`src/rtl/imuldiv_mul_mac_issuer.sv`:
```
// Dot-product initiator: streams operand pairs into a pipelined multiplier under a credit limit
// and accumulates the 64-bit products. Define IMULDIV_MAC_SATURATE_EN for a saturating accumulator.
module imuldiv_mul_mac_issuer #(
  parameter int MAX_INFLIGHT = 4,
  parameter int LEN_W        = 8
) (
  input  logic             clk,
  input  logic             reset,
  input  logic [LEN_W-1:0] cmd_len,
  input  logic             cmd_val,
  output logic             cmd_rdy,
  input  logic [31:0]      opnd_a,
  input  logic [31:0]      opnd_b,
  input  logic             opnd_val,
  output logic             opnd_rdy,
  output logic [31:0]      mulreq_msg_a,
  output logic [31:0]      mulreq_msg_b,
  output logic             mulreq_val,
  input  logic             mulreq_rdy,
  input  logic [63:0]      mulresp_msg_result,
  input  logic             mulresp_val,
  output logic             mulresp_rdy,
  output logic [63:0]      acc_result,
  output logic             acc_val,
  input  logic             acc_rdy
);

  localparam int              IF_W   = $clog2(MAX_INFLIGHT + 1);
  localparam logic [IF_W-1:0] MAX_IF = IF_W'(MAX_INFLIGHT);

  typedef enum logic [1:0] {S_IDLE, S_ISSUE, S_DRAIN, S_RESULT} state_e;

  state_e            state_q, state_d;
  logic [LEN_W-1:0]  len_q, len_d;
  logic [LEN_W-1:0]  issued_q, issued_d;
  logic [LEN_W-1:0]  retired_q, retired_d;
  logic [IF_W-1:0]   inflight_q, inflight_d;
  logic [63:0]       acc_q, acc_d, acc_sum;
  logic              issue_gate;
  logic              cmd_fire, req_fire, resp_fire, acc_fire;

  assign cmd_fire  = cmd_val && cmd_rdy;
  assign req_fire  = mulreq_val && mulreq_rdy;
  assign resp_fire = mulresp_val && mulresp_rdy;
  assign acc_fire  = acc_val && acc_rdy;

  assign mulreq_msg_a = opnd_a;
  assign mulreq_msg_b = opnd_b;
  assign acc_result   = acc_q;

  // NOTE: sequential state uses non-blocking assignments so every register samples pre-edge values.
  always_ff @(posedge clk or posedge reset) begin
    if (reset) state_q <= S_IDLE;
    else       state_q <= state_d;
  end

  // NOTE: every combinational output gets a default first, so no path can infer a latch.
  always_comb begin
    state_d = state_q;
    unique case (state_q)
      S_IDLE:   if (cmd_fire) state_d = (cmd_len == '0) ? S_RESULT : S_ISSUE;
      // The last issue may coincide with the final retire; both counters are already folded in.
      S_ISSUE:  if (req_fire && issued_d == len_q)
                  state_d = (retired_d == len_q) ? S_RESULT : S_DRAIN;
      S_DRAIN:  if (retired_d == len_q) state_d = S_RESULT;
      S_RESULT: if (acc_fire) state_d = S_IDLE;
      default:  state_d = S_IDLE;
    endcase
  end

  always_comb begin
    cmd_rdy     = (state_q == S_IDLE);
    acc_val     = (state_q == S_RESULT);
    mulresp_rdy = (state_q == S_ISSUE) || (state_q == S_DRAIN);
    issue_gate  = (state_q == S_ISSUE) && (issued_q < len_q) && (inflight_q < MAX_IF);
    mulreq_val  = issue_gate && opnd_val;
    opnd_rdy    = issue_gate && mulreq_rdy;
  end

`ifdef IMULDIV_MAC_SATURATE_EN
  logic [64:0] sum_wide;
  always_comb begin
    sum_wide = {acc_q[63], acc_q} + {mulresp_msg_result[63], mulresp_msg_result};
    acc_sum  = sum_wide[63:0];
    // Sign bits disagree only on signed overflow; clamp toward the overflow direction.
    if (sum_wide[64] != sum_wide[63])
      acc_sum = sum_wide[64] ? 64'h8000_0000_0000_0000 : 64'h7fff_ffff_ffff_ffff;
  end
`else
  always_comb acc_sum = acc_q + mulresp_msg_result;
`endif

  always_comb begin
    len_d      = len_q;
    issued_d   = issued_q;
    retired_d  = retired_q;
    acc_d      = acc_q;
    inflight_d = inflight_q;
    if (cmd_fire) begin
      len_d     = cmd_len;
      issued_d  = '0;
      retired_d = '0;
      acc_d     = '0;
    end else begin
      if (req_fire) issued_d = issued_q + LEN_W'(1);
      if (resp_fire) begin
        retired_d = retired_q + LEN_W'(1);
        acc_d     = acc_sum;
      end
    end
    unique case ({req_fire, resp_fire})
      2'b10:   inflight_d = inflight_q + IF_W'(1);
      2'b01:   inflight_d = inflight_q - IF_W'(1);
      default: inflight_d = inflight_q;
    endcase
  end

  always_ff @(posedge clk or posedge reset) begin
    if (reset) begin
      len_q      <= '0;
      issued_q   <= '0;
      retired_q  <= '0;
      inflight_q <= '0;
      acc_q      <= '0;
    end else begin
      len_q      <= len_d;
      issued_q   <= issued_d;
      retired_q  <= retired_d;
      inflight_q <= inflight_d;
      acc_q      <= acc_d;
    end
  end

`ifndef SYNTHESIS
  // A response with nothing outstanding means the multiplier broke the protocol.
  always_ff @(posedge clk) begin
    if (!reset && resp_fire) assert (inflight_q != '0);
  end
`endif

endmodule

```
`config.mk`:
```
export PLATFORM = sky130hd
export DESIGN_NAME = imuldiv_mul_mac_issuer
export DESIGN_NICKNAME = d
export VERILOG_FILES = /design/src/rtl/imuldiv_mul_mac_issuer.sv
export SDC_FILE = /design/constraint.sdc
export NUM_CORES = 1
export LEC_CHECK = 0
export ABC_AREA = 1
export CAP_MARGIN = 20
export CORE_MARGIN = 2
export CORE_UTILIZATION = 49
export DETAILED_ROUTE_END_ITERATION = 7
export GPL_ROUTABILITY_DRIVEN = 1
export PLACE_DENSITY_LB_ADDON = 0.15
export RECOVER_POWER = 100
export REMOVE_ABC_BUFFERS = 1
export SYNTH_ARGS = -nofsm -noshare
export SYNTH_HDL_FRONTEND = slang
export SYNTH_SLANG_ARGS = --single-unit
```
`constraint.sdc`:
```
create_clock -name clk -period 3.9 [get_ports clk]
set_input_delay 0.585 -clock clk [delete_from_list [all_inputs] [get_ports clk]]
set_output_delay 0.585 -clock clk [all_outputs]
set_load 0.01 [all_outputs]
```
**After elaboration in Yosys (flattened, before gate mapping)**

Cells that the tools add are included.

- Bits of input ports: 143
- Logic and storage cells: 53
- Register bits: 93
- Output and inout bits: 133

- Equal/unequal tests: 11
- Reduce and logical (&&, ||, !) cells: 15
- Multiplexer cells: 14
- Add/sub/neg operators: 5
- Magnitude comparators: 2

Operator list:

| cell | number |
|---|---|
| $mux W64 | 2 |
| $add A64 B64 Y64 | 1 |
| $mux W8 | 4 |
| $add A8 B1 Y8 const B | 2 |
| $eq A8 B8 Y1 | 2 |
| $mux W2 | 5 |
| $logic_and A1 B1 Y1 | 9 |
| $logic_not A8 Y1 | 1 |
| $lt A8 B8 Y1 | 1 |
| $pmux W2 S4 | 1 |
| $eq A2 B2 Y1 const B | 3 |
| $pmux W3 S2 | 1 |
| $eq A2 B1 Y1 const B | 2 |
| $ne A2 B1 Y1 const B | 2 |
| $ne A2 B2 Y1 const B | 2 |
| $reduce_and A4 Y1 | 1 |
| $reduce_bool A2 Y1 | 2 |
| $add A3 B1 Y3 const B | 1 |
| $lt A3 B3 Y1 const B | 1 |
| $sub A3 B1 Y3 const B | 1 |
| $logic_not A2 Y1 | 1 |
| $logic_or A1 B1 Y1 | 1 |
| $mux W1 | 1 |

**Longest topological paths before layout**

- Depth in word-level cells: 11
- Mapped depth: 22

**Worst setup path after synthesis**

OpenSTA, ideal clock, no wires.

- Path kind: input port to flip-flop
- From: in mulresp_msg_result[0]
- To: reg acc_q[40] (netlist: acc_result[40])
- Data required time: 3.783 ns
- Setup slack: 1.254 ns
- Arrival time: 2.528 ns
- Stages on the path: 17
- Path buffers: 0
- Path through: ha_1 inv_1 fa_1 nand3b_1 nand2_1 inv_1 o211ai_2 nand2_1 inv_2 nor2_2 o21ai_4 nand2_2 nand2_2 a21oi_1 or2_1 nand3_1 nand2_1

- Cells in the longest elaborated chain, start to end: 3

Ends and longest elaborated chain:

| element | RTL line | RTL |
|---|---|---|
| start, declared | 20 | `input logic [63:0] mulresp_msg_result,` |
| $add A64 B64 Y64 | 90 | `always_comb acc_sum = acc_q + mulresp_msg_result;` |
| $mux W64 | 106 | `if (resp_fire) begin` |
| $mux W64 | 99 | `if (cmd_fire) begin` |
| end signal, assigned | 124 | `acc_q <= '0;` |
| end signal, assigned | 130 | `acc_q <= acc_d;` |
| end, declared | 38 | `logic [63:0] acc_q, acc_d, acc_sum;` |

Every way passes these cells. The select of a mux whose other input is x is not followed.
A chain may end at the register's enable or synchronous reset.

**Final worst setup path**

- From: in mulresp_msg_result[2]
- To: reg acc_q[47] (netlist: acc_result[47])

Same word-level chain as after synthesis.

==> impl.org <==
** Yosys
- Synth warnings :: 0
- Yosys mapped the design onto 55 distinct sky130hd cell types.
- Number of synthesized flops with an enable pin :: 0
- Summing the sequential cell areas from Yosys gives between 20% and 30% of the chip area.
- Counting every instance in the synthesized netlist gives between 1000 and 1500.
- Of all flip-flops after synthesis, the portion carrying an async set or reset was between 90% and 100%.
- Number of synthesized register bits :: 93
- In the synthesized netlist the dominant register cell turns out to be sky130_fd_sc_hd__dfrtp_1.
- The average instance in the mapped netlist occupies just under 7 um2.
- Summing every instance area after synthesis gives 9051 um2.

** CTS
- The number of hold buffers added after CTS was 0.
- Clk buf depth :: 2
- In this run, CTS created clock tree buffers numbering 9.
- Resized cells post-CTS :: 0
- The tree built by TritonCTS fans out to just over 90 sinks.
- Clock tree from TritonCTS :: built
- Clock tree synthesis selected as its root buffer the cell sky130_fd_sc_hd__clkbuf_16.
- CTS H-tree depth :: 3
- After clock tree synthesis, the clock-pin slew on the worst setup and hold paths is 0.09 ns.
- Post-CTS timing repair inserted 0 buffers for setup.
- Clock insertion delay at the later pin of the skew report :: between 0.3 and 0.4 ns

** Power
- Switching portion of total power :: a little over 50%
- Reported leakage power :: about 5.3 nW
- The internal portion of the total power is between 3 and 4 mW.
- Proportion of power drawn by the clock network :: between 10% and 20%
- Net switching power :: roughly 3.4 mW
- Maximum vdd drop :: roughly 0.39 mV
- Sequential group share of total power :: a little under a quarter
- Power density relative to cell area :: around 640 nW/um2
- Logic pwr share :: between 60% and 70%

** Global routing
- For this run the aggregate overflow at the end of global routing stands at 0.
- Entering global routing, the biggest net connects 53 pins.
- Vias in the first global route :: roughly 8700
- Number of antenna violations at the first check in global routing :: 0
- The first global-routing pass estimated between 40000 and 50000 um of wire.
- In the global route stage, overall resource usage came out at 31.81%.

** Place
- Place WS :: a little under 0.5 ns
- GPL Wtd Cong :: 0.9955
- In this run the tool buffered the top-level ports with about 150 buffer cells.
- DP Cell Count :: around 1600
- Half-perimeter wire length of the detailed placement result :: approximately 26000 um
- After detailed placement, the total cell area comes to 10310 um2.

** Layout
- Antenna diode instance count :: 0
- Fraction of final layout cells sized beyond drive strength 1 :: 4.460%
- The finished cells cover between 10000 and 15000 um2.
- In the final design database the tool counted about 1700 nets.
- The area growth from synthesis to layout is 16.42%.
- Excluding fillers, the count of instances in the completed layout stands at approximately 1700.
- The layout has around 1800 filler cells.

** Setup path
- CP required :: 4.17 ns
- Worst setup path startpoint :: mulresp_msg_result[2]
- Most used cell along the critical path :: sky130_fd_sc_hd__nand2_1
- The critical path is of the in -> reg type.
- Origin of the critical flop-to-flop path :: acc_result[10]
- Together, buffers and inverters on the worst path number 2.
- Walking the worst path, the cells encountered are dlygate4sd3_1 > ha_1 > nand3_1 > nand2_1 > inv_1 > o211ai_2 > a21oi_1 > o21ai_0 > a21o_2 > nand2_1 > o21ai_2 > nand2_1 > nand2_1 > o21ai_1.
- In this design, the stage delay of the slowest critical-path cell is 0.76 ns.
- On the critical path the largest part of the delay comes from compound AO/OA/AOI/OAI gates.
- The worst setup path is launched from an input pin.
- For the worst setup path, the data arrival time is about 3.8 ns.
- STA classifies the critical path endpoint as a flop.
- Maximum fanout along the worst path :: 5
- The slowest stage of the critical path is the sky130_fd_sc_hd__o21ai_0 cell.

** Floorplanning
- Top-Level Pins :: around 280
- Row generation in the floorplan step produced roughly 50 rows.
- The core region is roughly 18000 um2.
- Total Die Area :: about 20000 um2
- The initial utilization of the core area, before any placement, comes to between 50% and 60%.
- Floorplan die width :: between 100 and 150 um
- Measured along the y axis, the die boundary spans 139.9 um.

** Route
- After detailed routing, the total wire length is around 32000 um.
- Post-DR vias/cell :: approximately 5.6
- Detailed-router iteration count before antenna repair :: 5
- After detailed routing, the average wire length per cell comes to about 19 um.
- The count of nets left with antenna violations once routing finished came out at 0.
- For this run, design rule violations remaining after detail routing come to 0.
- Detailed router's first-iteration violation count :: 801
- Vias post-DR :: approximately 9300

** STA
- At the pin with the least slew margin, the transition time is about 1.6 ns.
- The worst path uses 89.74% of the clock period.
- Post-route worst hold slack :: 0.4792 ns
- Setup TNS after final layout :: 0 ns
- Final slew viol count :: 26
- Setup clock skew after layout :: ~0.019 ns
- Endpoints failing hold :: 0
- Worst path setup slack after routing :: 0.4001 ns
- Max transition margin :: -7.868%
- Unrepaired setup endpoints after global routing :: no
- Setup violations remaining at the end of the flow were counted as 0.
- The clock period could shrink to about 3.5 ns.
- Maximum achievable frequency :: between 200 and 300 MHz

** Outcome
- The run finished, with violations left.
- Failing checks :: max-capacitance violations, max-slew violations

** Worst hold path
- Hold crit path type :: reg -> reg
- The startpoint identified for the worst hold timing path is inflight_q[0].

** Job
- The tool flagged a number of max-cap violations equal to 1.
metal layers:
| metal | global-route usage [%] | up-vias | part of all wire (%) |
|---|---|---|---|
| li1 | - | 4596 | - |
| met1 | 41.93 | 4229 | 43 |
| met2 | 46.06 | 455 | 41 |
| met3 | 16.24 | 48 | 13 |
| met4 | 7.842 | 4 | 1.9 |
| met5 | 3.509 | - | 0.24 |
cells in the final DEF (no fill, tap or decap), types with 21 or more instances in the layout:
cell | synthesis | routed
sky130_fd_sc_hd__nand2_1 | 308 | 311
sky130_fd_sc_hd__inv_1 | 173 | 175
sky130_fd_sc_hd__nor2_1 | 127 | 128
sky130_fd_sc_hd__a21oi_1 | 123 | 127
sky130_fd_sc_hd__o21ai_0 | 99 | 108
sky130_fd_sc_hd__dfrtp_1 | 93 | 93
sky130_fd_sc_hd__ha_1 | 77 | 77
sky130_fd_sc_hd__clkdlybuf4s50_1 | 0 | 76
sky130_fd_sc_hd__dlygate4sd3_1 | 0 | 71
sky130_fd_sc_hd__nand3_1 | 45 | 47
sky130_fd_sc_hd__nand4_1 | 21 | 21
registers in the layout (all words and copies together) (netlist names):
signal / flops
acc_result: 64
issued_q: 8
len_q: 8
retired_q: 8
inflight_q: 3
state_q: 2
cell usage after synthesis, types with 3 or more instances:
cell type | instances | area share [%]
sky130_fd_sc_hd__a211oi_1 | 3 | 0.25
sky130_fd_sc_hd__a21o_1 | 9 | 0.75
sky130_fd_sc_hd__a21oi_1 | 123 | 6.8
sky130_fd_sc_hd__a21oi_2 | 3 | 0.29
sky130_fd_sc_hd__a221oi_1 | 4 | 0.39
sky130_fd_sc_hd__a31o_2 | 3 | 0.29
sky130_fd_sc_hd__a31oi_1 | 20 | 1.4
sky130_fd_sc_hd__a32o_1 | 5 | 0.55
sky130_fd_sc_hd__buf_1 | 4 | 0.17
sky130_fd_sc_hd__buf_2 | 6 | 0.33
sky130_fd_sc_hd__buf_4 | 64 | 5.3
sky130_fd_sc_hd__clkbuf_1 | 8 | 0.33
sky130_fd_sc_hd__dfrtp_1 | 93 | 26
sky130_fd_sc_hd__ha_1 | 77 | 11
sky130_fd_sc_hd__inv_1 | 173 | 7.2
sky130_fd_sc_hd__inv_2 | 11 | 0.46
sky130_fd_sc_hd__nand2_1 | 308 | 13
sky130_fd_sc_hd__nand2_2 | 12 | 0.83
sky130_fd_sc_hd__nand3_1 | 45 | 2.5
sky130_fd_sc_hd__nand3_2 | 6 | 0.66
sky130_fd_sc_hd__nand3b_1 | 4 | 0.33
sky130_fd_sc_hd__nand4_1 | 21 | 1.5
sky130_fd_sc_hd__nor2_1 | 127 | 5.3
sky130_fd_sc_hd__nor2_2 | 5 | 0.35
sky130_fd_sc_hd__nor3_1 | 20 | 1.1
sky130_fd_sc_hd__o211ai_1 | 3 | 0.25
sky130_fd_sc_hd__o21a_1 | 7 | 0.58
sky130_fd_sc_hd__o21ai_0 | 99 | 5.5
sky130_fd_sc_hd__o21ai_1 | 16 | 0.88
sky130_fd_sc_hd__o21ai_2 | 5 | 0.48
sky130_fd_sc_hd__o21bai_1 | 4 | 0.33
sky130_fd_sc_hd__o31ai_1 | 5 | 0.41
sky130_fd_sc_hd__or2_2 | 5 | 0.35
sky130_fd_sc_hd__xnor2_1 | 3 | 0.29
sky130_fd_sc_hd__xor2_1 | 15 | 1.5
power groups by stage:
| stage | Clock [mW] | Combinational [mW] | Sequential [mW] |
|---|---|---|---|
| after floorplan | 0 | 2.65 | 1.62 |
| after global placement | 0 | 4.20 | 1.60 |
| after detailed placement | 0 | 4.23 | 1.60 |
| after CTS | 0.996 | 4.25 | 1.59 |
| after global routing | 1.03 | 4.62 | 1.63 |
| final | 0.979 | 4.15 | 1.58 |
area by class of cell:
cell class	instances	area [um2]	share of cell area (%)
tap	229	286.5	2.719
timing repair buffer	156	1518	14.40
sequential	93	2327	22.09
clock buffer	9	225.2	2.137
multi-input combinational	986	5398	51.22
clock inverter	7	91.34	0.8668
inverter	184	691.9	6.566
path summary, 6_finish.rpt:
kind,slack (ns),depth (start not counted),end
worst max-delay path,0.40,14,acc_result[47]
min in group asynchronous,0.93,2,acc_result[5]
worst min-delay path,0.48,1,inflight_q[0]
worst max register to register,0.66,13,acc_result[47]
worst min register to register,0.48,1,inflight_q[0]
max in group asynchronous,0.93,3,acc_result[28]
metrics by stage:
stage / utilization, % / total power, mW
final: 58.46 / 6.710
after global routing: 58.46 / 7.283
after CTS: 58.96 / 6.836
after detailed placement: 57.21 / 5.834
after global placement: 57.21 / 5.803
after floorplan: - / 4.262
logic make-up after synthesis:
group / after synthesis / synth area share (%)
buffers and inverters: 267 / 13.89
adder cells (fa/ha/maj): 79 / 11.09
flip-flops: 93 / 25.71
XOR/XNOR: 18 / 1.742
AND/OR/NAND/NOR: 561 / 26.35
AO/OA/AOI/OAI: 328 / 21.22
worst register-to-register path, cell delays in order, from the launching register on:
cell	delay [ns]
sky130_fd_sc_hd__dfrtp_1	0.42
sky130_fd_sc_hd__ha_1	0.42
sky130_fd_sc_hd__nand2_2	0.11
sky130_fd_sc_hd__nor2_2	0.13
sky130_fd_sc_hd__nand2_1	0.13
sky130_fd_sc_hd__o211ai_2	0.28
sky130_fd_sc_hd__a21oi_1	0.13
sky130_fd_sc_hd__o21ai_0	0.76
sky130_fd_sc_hd__a21o_2	0.29
sky130_fd_sc_hd__nand2_1	0.09
sky130_fd_sc_hd__o21ai_2	0.20
sky130_fd_sc_hd__nand2_1	0.07
sky130_fd_sc_hd__nand2_1	0.06
sky130_fd_sc_hd__o21ai_1	0.06
Power figures use the tool's default switching activity.
